===== config.mk =====
export PLATFORM = sky130hd
export DESIGN_NAME = udp_pkt_recv
export DESIGN_NICKNAME = d
export VERILOG_FILES = /design/src/rtl/eth_pkg.sv /design/src/rtl/eth_crc32_byte.sv /design/src/rtl/udp_pkt_recv.sv
export SDC_FILE = /design/constraint.sdc
export NUM_CORES = 1
export LEC_CHECK = 0
export CORE_MARGIN = 2
export CORE_UTILIZATION = 49
export DETAILED_ROUTE_END_ITERATION = 12
export GPL_TIMING_DRIVEN = 1
export PLACE_DENSITY = 0.75
export REMOVE_ABC_BUFFERS = 1
export SLEW_MARGIN = 25
export SYNTH_ARGS = -nofsm -noshare
export SYNTH_HDL_FRONTEND = slang
export SYNTH_SLANG_ARGS = --single-unit

===== constraint.sdc =====
create_clock -name clk -period 5.3 [get_ports clk]
set_clock_uncertainty 0.1 [all_clocks]
set_input_delay 1.06 -clock clk [delete_from_list [all_inputs] [get_ports clk]]
set_output_delay 1.06 -clock clk [all_outputs]
set_load 0.01 [all_outputs]

===== src/rtl/eth_pkg.sv =====
// Shared Ethernet/IPv4/UDP constants, receive FSM state type and byte-select helpers.
// Used by udp_pkt_recv; CRC_RESIDUE only matters when UDP_RX_CRC_EN is defined.
package eth_pkg;

   localparam logic [7:0]  ETH_PREAMBLE   = 8'h55;
   localparam logic [7:0]  ETH_SFD        = 8'hD5;
   localparam logic [15:0] ETHERTYPE_IPV4 = 16'h0800;
   localparam logic [7:0]  IP_PROTO_UDP   = 8'h11;
   localparam int unsigned ETH_HDR_LEN    = 14;
   localparam int unsigned IP_HDR_LEN     = 20;
   localparam int unsigned UDP_HDR_LEN    = 8;
   localparam logic [31:0] CRC_RESIDUE    = 32'hC704DD7B;
   localparam int unsigned CNT_W          = 16;

   typedef enum logic [3:0] {
      ST_IDLE,
      ST_PREAMBLE,
      ST_ETH_HDR,
      ST_IP_HDR,
      ST_UDP_HDR,
      ST_PAYLOAD,
      ST_CHECK_FCS,
      ST_DONE,
      ST_DROP
   } rx_state_e;

   // Byte idx of a 48-bit field, most significant byte first (wire order).
   function automatic logic [7:0] sel_byte48(input logic [47:0] v, input logic [2:0] idx);
      logic [47:0] t;
      t = v << {idx, 3'b000};
      return t[47:40];
   endfunction

   function automatic logic [7:0] sel_byte32(input logic [31:0] v, input logic [1:0] idx);
      logic [31:0] t;
      t = v << {idx, 3'b000};
      return t[31:24];
   endfunction

endpackage


===== src/rtl/eth_crc32_byte.sv =====
// Combinational next-state of the reflected Ethernet CRC-32 for one byte (LSB first).
module eth_crc32_byte (
   input  logic [31:0] crc_in,
   input  logic [7:0]  data,
   output logic [31:0] crc_out
);

   always_comb begin
      logic [31:0] c;
      c = crc_in;
      for (int i = 0; i < 8; i++) begin
         c = (c >> 1) ^ ((c[0] ^ data[i]) ? 32'hEDB88320 : 32'h0000_0000);
      end
      crc_out = c;
   end

endmodule


===== src/rtl/udp_pkt_recv.sv =====
// GMII byte-stream parser: delivers UDP payload addressed to this node/port plus sender fields.
// Optional FCS check with `define UDP_RX_CRC_EN (done/err then follow the end of frame).
module udp_pkt_recv
   import eth_pkg::*;
#(
   parameter logic [15:0] LISTEN_PORT = 16'd50000,
   parameter logic [15:0] MAX_PAYLOAD = 16'd1472
) (
   input  logic        clk,
   input  logic        rst_n,
   input  logic [7:0]  i_data,
   input  logic        i_data_vl,
   input  logic [47:0] i_self_mac,
   input  logic [31:0] i_self_ip,
   output logic [7:0]  o_data,
   output logic        o_data_vl,
   output logic        o_sop,
   output logic        o_eop,
   output logic [47:0] o_src_mac,
   output logic [31:0] o_src_ip,
   output logic [15:0] o_src_port,
   output logic [15:0] o_len,
   output logic        o_pkt_done,
   output logic        o_pkt_err
);

`ifdef UDP_RX_CRC_EN
   localparam rx_state_e END_ST = ST_CHECK_FCS;
`else
   localparam rx_state_e END_ST = ST_DONE;
`endif

   rx_state_e        state, state_d;
   logic [CNT_W-1:0] cnt, cnt_d, cnt_inc_c;
   logic             ucast_ok, bcast_ok, ucast_ok_d, bcast_ok_d;
   logic [47:0]      src_mac_s;
   logic [31:0]      src_ip_s;
   logic [15:0]      src_port_s, len_s;
   logic [15:0]      udp_len_c;
   logic             len_ok_c;
   logic             pay_vl_c, sop_c, eop_c, done_c, err_c, publish_c;
   logic             crc_ok_c;

   assign cnt_inc_c = (cnt == '1) ? cnt : cnt + CNT_W'(1);
   assign udp_len_c = {len_s[7:0], i_data};
   assign len_ok_c  = (udp_len_c >= 16'(UDP_HDR_LEN)) &&
                      (udp_len_c <= MAX_PAYLOAD + 16'(UDP_HDR_LEN));

`ifdef UDP_RX_CRC_EN
   logic [31:0] crc, crc_next;

   eth_crc32_byte u_crc (.crc_in(crc), .data(i_data), .crc_out(crc_next));

   assign crc_ok_c = ({<<{crc}} == CRC_RESIDUE);

   // CRC restarts on SFD and covers dst MAC through FCS.
   always_ff @(posedge clk) begin
      if (!rst_n) begin
         crc <= '1;
      end else if (state == ST_PREAMBLE && i_data == ETH_SFD) begin
         crc <= '1;
      end else if (i_data_vl && (state inside {ST_ETH_HDR, ST_IP_HDR, ST_UDP_HDR,
                                               ST_PAYLOAD, ST_CHECK_FCS})) begin
         crc <= crc_next;
      end
   end
`else
   assign crc_ok_c = 1'b0;
`endif

   always_ff @(posedge clk) begin
      if (!rst_n) begin
         state    <= ST_IDLE;
         cnt      <= '0;
         ucast_ok <= 1'b0;
         bcast_ok <= 1'b0;
      end else begin
         state    <= state_d;
         cnt      <= cnt_d;
         ucast_ok <= ucast_ok_d;
         bcast_ok <= bcast_ok_d;
      end
   end

   // Header fields are checked on the byte they arrive; any mismatch parks in DROP.
   always_comb begin
      state_d    = state;
      cnt_d      = cnt;
      ucast_ok_d = ucast_ok;
      bcast_ok_d = bcast_ok;
      pay_vl_c   = 1'b0;
      sop_c      = 1'b0;
      eop_c      = 1'b0;
      done_c     = 1'b0;
      err_c      = 1'b0;
      publish_c  = 1'b0;
      if (!i_data_vl) begin
         state_d = ST_IDLE;
         cnt_d   = '0;
         if (state == ST_PAYLOAD) err_c = 1'b1;
         if (state == ST_DONE) done_c = 1'b1;
         if (state == ST_CHECK_FCS) begin
            done_c = crc_ok_c;
            err_c  = !crc_ok_c;
         end
      end else begin
         case (state)
            ST_IDLE: state_d = (i_data == ETH_PREAMBLE) ? ST_PREAMBLE : ST_DROP;
            ST_PREAMBLE: begin
               if (i_data == ETH_SFD) begin
                  state_d = ST_ETH_HDR;
                  cnt_d   = '0;
               end else if (i_data != ETH_PREAMBLE) begin
                  state_d = ST_DROP;
               end
            end
            ST_ETH_HDR: begin
               cnt_d = cnt_inc_c;
               if (cnt < 16'd6) begin
                  ucast_ok_d = (cnt == '0 || ucast_ok) && (i_data == sel_byte48(i_self_mac, cnt[2:0]));
                  bcast_ok_d = (cnt == '0 || bcast_ok) && (i_data == 8'hFF);
                  if (!ucast_ok_d && !bcast_ok_d) state_d = ST_DROP;
               end else if (cnt == 16'd12) begin
                  if (i_data != ETHERTYPE_IPV4[15:8]) state_d = ST_DROP;
               end else if (cnt == 16'(ETH_HDR_LEN - 1)) begin
                  if (i_data != ETHERTYPE_IPV4[7:0]) begin
                     state_d = ST_DROP;
                  end else begin
                     state_d = ST_IP_HDR;
                     cnt_d   = '0;
                  end
               end
            end
            ST_IP_HDR: begin
               cnt_d = cnt_inc_c;
               case (cnt)
                  16'd0:  if (i_data != 8'h45) state_d = ST_DROP;
                  16'd6:  if ((i_data & 8'hBF) != 8'h00) state_d = ST_DROP;
                  16'd7:  if (i_data != 8'h00) state_d = ST_DROP;
                  16'd9:  if (i_data != IP_PROTO_UDP) state_d = ST_DROP;
                  16'd16, 16'd17, 16'd18:
                     if (i_data != sel_byte32(i_self_ip, cnt[1:0])) state_d = ST_DROP;
                  16'(IP_HDR_LEN - 1): begin
                     if (i_data != sel_byte32(i_self_ip, cnt[1:0])) begin
                        state_d = ST_DROP;
                     end else begin
                        state_d = ST_UDP_HDR;
                        cnt_d   = '0;
                     end
                  end
                  default: ;
               endcase
            end
            ST_UDP_HDR: begin
               cnt_d = cnt_inc_c;
               case (cnt)
                  16'd2: if (i_data != LISTEN_PORT[15:8]) state_d = ST_DROP;
                  16'd3: if (i_data != LISTEN_PORT[7:0]) state_d = ST_DROP;
                  16'd5: if (!len_ok_c) state_d = ST_DROP;
                  16'(UDP_HDR_LEN - 1): begin
                     publish_c = 1'b1;
                     cnt_d     = '0;
                     state_d   = (len_s == 16'd0) ? END_ST : ST_PAYLOAD;
                  end
                  default: ;
               endcase
            end
            ST_PAYLOAD: begin
               pay_vl_c = 1'b1;
               sop_c    = (cnt == '0);
               eop_c    = (cnt == len_s - 16'd1);
               cnt_d    = cnt_inc_c;
               if (eop_c) state_d = END_ST;
            end
            ST_DONE: begin
               done_c  = 1'b1;
               state_d = ST_DROP;
            end
            ST_CHECK_FCS: state_d = ST_CHECK_FCS;
            ST_DROP:      state_d = ST_DROP;
            default:      state_d = ST_DROP;
         endcase
      end
   end

   // Shadow capture of sender fields and registered payload/status outputs.
   always_ff @(posedge clk) begin
      if (!rst_n) begin
         src_mac_s  <= '0;
         src_ip_s   <= '0;
         src_port_s <= '0;
         len_s      <= '0;
         o_data     <= '0;
         o_data_vl  <= 1'b0;
         o_sop      <= 1'b0;
         o_eop      <= 1'b0;
         o_pkt_done <= 1'b0;
         o_pkt_err  <= 1'b0;
         o_src_mac  <= '0;
         o_src_ip   <= '0;
         o_src_port <= '0;
         o_len      <= '0;
      end else begin
         if (i_data_vl) begin
            if (state == ST_ETH_HDR && cnt >= 16'd6 && cnt < 16'd12)
               src_mac_s <= {src_mac_s[39:0], i_data};
            if (state == ST_IP_HDR && cnt >= 16'd12 && cnt < 16'd16)
               src_ip_s <= {src_ip_s[23:0], i_data};
            if (state == ST_UDP_HDR && cnt < 16'd2)
               src_port_s <= {src_port_s[7:0], i_data};
            if (state == ST_UDP_HDR && cnt == 16'd4)
               len_s <= {8'h00, i_data};
            if (state == ST_UDP_HDR && cnt == 16'd5)
               len_s <= udp_len_c - 16'(UDP_HDR_LEN);
         end
         o_data     <= pay_vl_c ? i_data : 8'h00;
         o_data_vl  <= pay_vl_c;
         o_sop      <= sop_c;
         o_eop      <= eop_c;
         o_pkt_done <= done_c;
         o_pkt_err  <= err_c;
         if (publish_c) begin
            o_src_mac  <= src_mac_s;
            o_src_ip   <= src_ip_s;
            o_src_port <= src_port_s;
            o_len      <= len_s;
         end
      end
   end

endmodule

==> summary.txt <==
Timing
  • Slew Limit Fails: 0
  • Final Hold Viols: 0
  • RSZ-0062 raised after global routing: no
  • Fmax: 277 MHz
  • Crit share post-route: 68.1%
  • Final setup fails: 0
  • Worst hold slack: 0.360 ns
  • Slew HR: 37.1%
  • Setup tns final: 0 ns
  • Tmin final: 3.61 ns
  • Measured slew at the worst slew-check pin: 0.943 ns

CTS
  • Worst-path clk slew: 0.06 ns
  • Worst skew pair latency: 0.54 ns
  • Root buffer cell: clkbuf_16
  • TritonCTS clock tree: done
  • CTS Buf Count: 28
  • Post-CTS sizing: 0
  • CTS H-tree lvls: 1
  • Hold buffers post-CTS: 0
  • Max Buffers Root-to-Sink: 3
  • Post-CTS Setup Bufs: 0
  • # clock sinks: 259

Routing
  • Avg WL per Cell: 17.4 um
  • DRC viols: 0
  • Number of detailed-route iterations in the first pass: 5
  • 1st-iter DRT viols: 971
  • Final ANT Viol Nets: 0
  • DR vias: 10.8k
  • Drt total wl: 34.1 mm
  • Drt via density: 5.50

Worst setup path
  • Reg2reg setup slack: 1.76 ns
  • Crit-path leading delay family: simple AND/OR/NAND/NOR gates
  • Worst Setup Path Type: in -> reg
  • Crit end category: register
  • CP startpoint: i_data[2]
  • Startpoint types: input port
  • Ordered cell list for the critical path: clkdlybuf4s50_1, nor3_1, nand3_1, o41ai_1, o2111ai_1, buf_4, and2_1, a31oi_1, mux2i_1
  • Critical path's largest stage delay: 0.60 ns
  • Crit-path slowest cell: clkdlybuf4s50_1
  • Worst path bufs/invs: 2
  • WP depth: 9
  • Required time worst endpoint: 5.59 ns
  • Critical path data arrival time: 3.89 ns
  • R2r startpoint: cnt[0]
  • R2r worst-path depth: 9
  • CP Max Fanout: 13

Place
  • I/O Buffers: 215
  • RePlAce Congestion: 0.897
  • Dpl hpwl: 23.2 mm

Min path
  • WHS Path Cells: 2
  • Tightest Hold Check Type: reg -> reg
  • Hold Crit Start: o_src_ip[18]

Pwr
  • Combinational share of power: 4.5%
  • Leakage: 0.00512 uW
  • PwrDens: 268 nW/um^2
  • Clock group share of total power: 48.4%
  • Internal power: 3270 uW
  • Sequential fraction of design power: 47.1%
  • Switching Fraction: 21.1%
  • NetSw: 873 uW
  • Worst VDD drop: 0.349 mV

Finish
  • Layout area overhead: 26.6%
  • Nets: 1,715
  • Most frequent cells in the layout: nand2_1, dfxtp_1, clkdlybuf4s50_1, a21boi_0, o21ai_0
  • Filler cells: 2,137
  • Layout cells sized above 1: 7.09%
  • Most common cell after layout, fill and taps aside: nand2_1

Global routing
  • GR Overflow Total: 0
  • First-pass GRT wire length: 54.7 mm
  • Vias in the first global route: 10.2k
  • Global Route Usage Sum: 25.5%
  • Initial antenna violation count: 2
  • Largest net degree at the start of global routing: 159

Synth
  • Post-synth cell types: 78
  • Yosys reg bits: 259
  • Syn avg cell area: 8.29 um^2
  • Main synth FF type: dfxtp_1
  • Ys async rst share: 0%
  • Synth Cell Area: 12,200 um^2
  • Synth warn: 0
  • Gate Count Post-Synth: 1,469
  • Sequential area share after synthesis: 42.6%
  • EDFF count, synth: 0

Floorplanning
  • Initial Utilization: 50.0%
  • Die area: 26,100 um^2
  • # rows: 57
  • Chip width: 162 um
  • Chip height: 162 um
  • Core ar.: 24,400 um^2
  • I/O pin cnt: 216

Run status
  • Status: complete, no violations

Job
  • # Max-Cap Violations: 0
[cells in the mapped netlist, types with 4 or more instances]
master / count / area, um^2
and4_1: 4 / 35.0
a21o_1: 7 / 52.6
nand3b_1: 5 / 37.5
mux2_2: 5 / 56.3
and3_1: 5 / 31.3
a31oi_1: 5 / 31.3
buf_2: 15 / 75.1
o31ai_1: 6 / 45.0
nand3_1: 21 / 105
inv_1: 14 / 52.6
nand2_1: 430 / 1610
a22oi_1: 6 / 45.0
dfxtp_1: 259 / 5180
ha_1: 8 / 100
a21oi_1: 25 / 125
o211a_1: 6 / 60.1
nor4_1: 14 / 87.6
nor2_1: 33 / 124
or4_1: 4 / 30.0
o21ai_0: 34 / 170
clkbuf_1: 94 / 353
or2_2: 7 / 43.8
and2_1: 15 / 93.8
mux4_2: 16 / 360
nor3_1: 35 / 175
xnor2_1: 33 / 289
or3_1: 12 / 75.1
nand2b_1: 10 / 62.6
nand4_1: 15 / 93.8
nor2b_1: 27 / 169
o211ai_1: 4 / 30.0
xor2_1: 7 / 61.3
a21boi_0: 193 / 1450
mux2i_1: 28 / 280
[sequential cells by signal, indices dropped and copies added (netlist names)]
register,flops
src_port_s,16
ucast_ok,1
o_src_port,16
src_ip_s,32
o_data_vl,1
cnt,16
o_data,8
o_sop,1
o_pkt_done,1
state,4
o_len,16
o_pkt_err,1
o_eop,1
src_mac_s,48
bcast_ok,1
o_src_mac,48
len_s,16
o_src_ip,32
[worst register-to-register path, cell delays in order, from the launching register on]
cell and delay [ns]:
dfxtp_2 0.87, mux4_2 0.67, xnor2_1 0.25, nand4_1 0.16, nor3_2 0.36, o2111ai_1 0.16, buf_4 0.20, and2_1 0.29
a31oi_1 0.25, mux2i_1 0.10
[final timing paths]
kind	endpoint
worst max-delay path	cnt[0]
worst min-delay path	o_src_ip[18]
worst max register to register	cnt[0]
worst min register to register	o_src_ip[18]
[through the flow]
| stage | total power [uW] | util [%] | instances | cell area, um^2 | worst slack, ns |
|---|---|---|---|---|---|
| after floorplan | 2050 | - | 1350 | 11700 | -0.441 |
| after global placement | 2180 | 59.2 | 1909 | 14400 | 1.25 |
| after detailed placement | 2180 | 59.2 | 1909 | 14400 | 1.16 |
| after CTS | 4170 | 63.2 | 1960 | 15400 | 1.70 |
| after global routing | 4260 | 63.3 | 1963 | 15400 | 1.54 |
| final | 4140 | 63.3 | 1963 | 15400 | 1.69 |
[cell type report]
| cell class | instances | area (um^2) | share of cell area (%) |
|---|---|---|---|
| multi-input combinational | 1077 | 6470 | 42.0 |
| sequential | 259 | 5190 | 33.6 |
| timing repair buffer | 236 | 2340 | 15.1 |
| clock buffer | 41 | 851 | 5.52 |
| tap | 324 | 405 | 2.63 |
| clock inverter | 10 | 118 | 0.762 |
| inverter | 14 | 52.6 | 0.341 |
| antenna | 2 | 5.00 | 0.0324 |
[cell families after synthesis]
kind of cell	count (synthesis)	share of synthesized area [%]
adders and majority gates	8	0.822
buffers and inverters	133	4.54
AOI/OAI and AO/OA	321	19.0
xor gates and xnor gates	40	2.88
DFF	259	42.6
and+or+nand+nor	659	24.5
muxes	49	5.72
[power groups by stage]
stage | Sequential [uW] | Clock (uW) | Combinational [uW]
final | 1950 | 2000 | 188
after global routing | 1950 | 2110 | 200
after CTS | 1950 | 2030 | 187
after detailed placement | 1990 | 0 | 186
after global placement | 1990 | 0 | 185
after floorplan | 1990 | 0 | 62.2
[routing by layer]
| layer | GRT usage, % | part of all wire, % |
|---|---|---|
| met3 | 3.50 | 6.0 |
| met4 | 7.44 | 2.3 |
| met2 | 42.3 | 47 |
| met5 | 0 | 0 |
| met1 | 35.1 | 45 |
No activity file was read; power rests on OpenSTA's default activity.
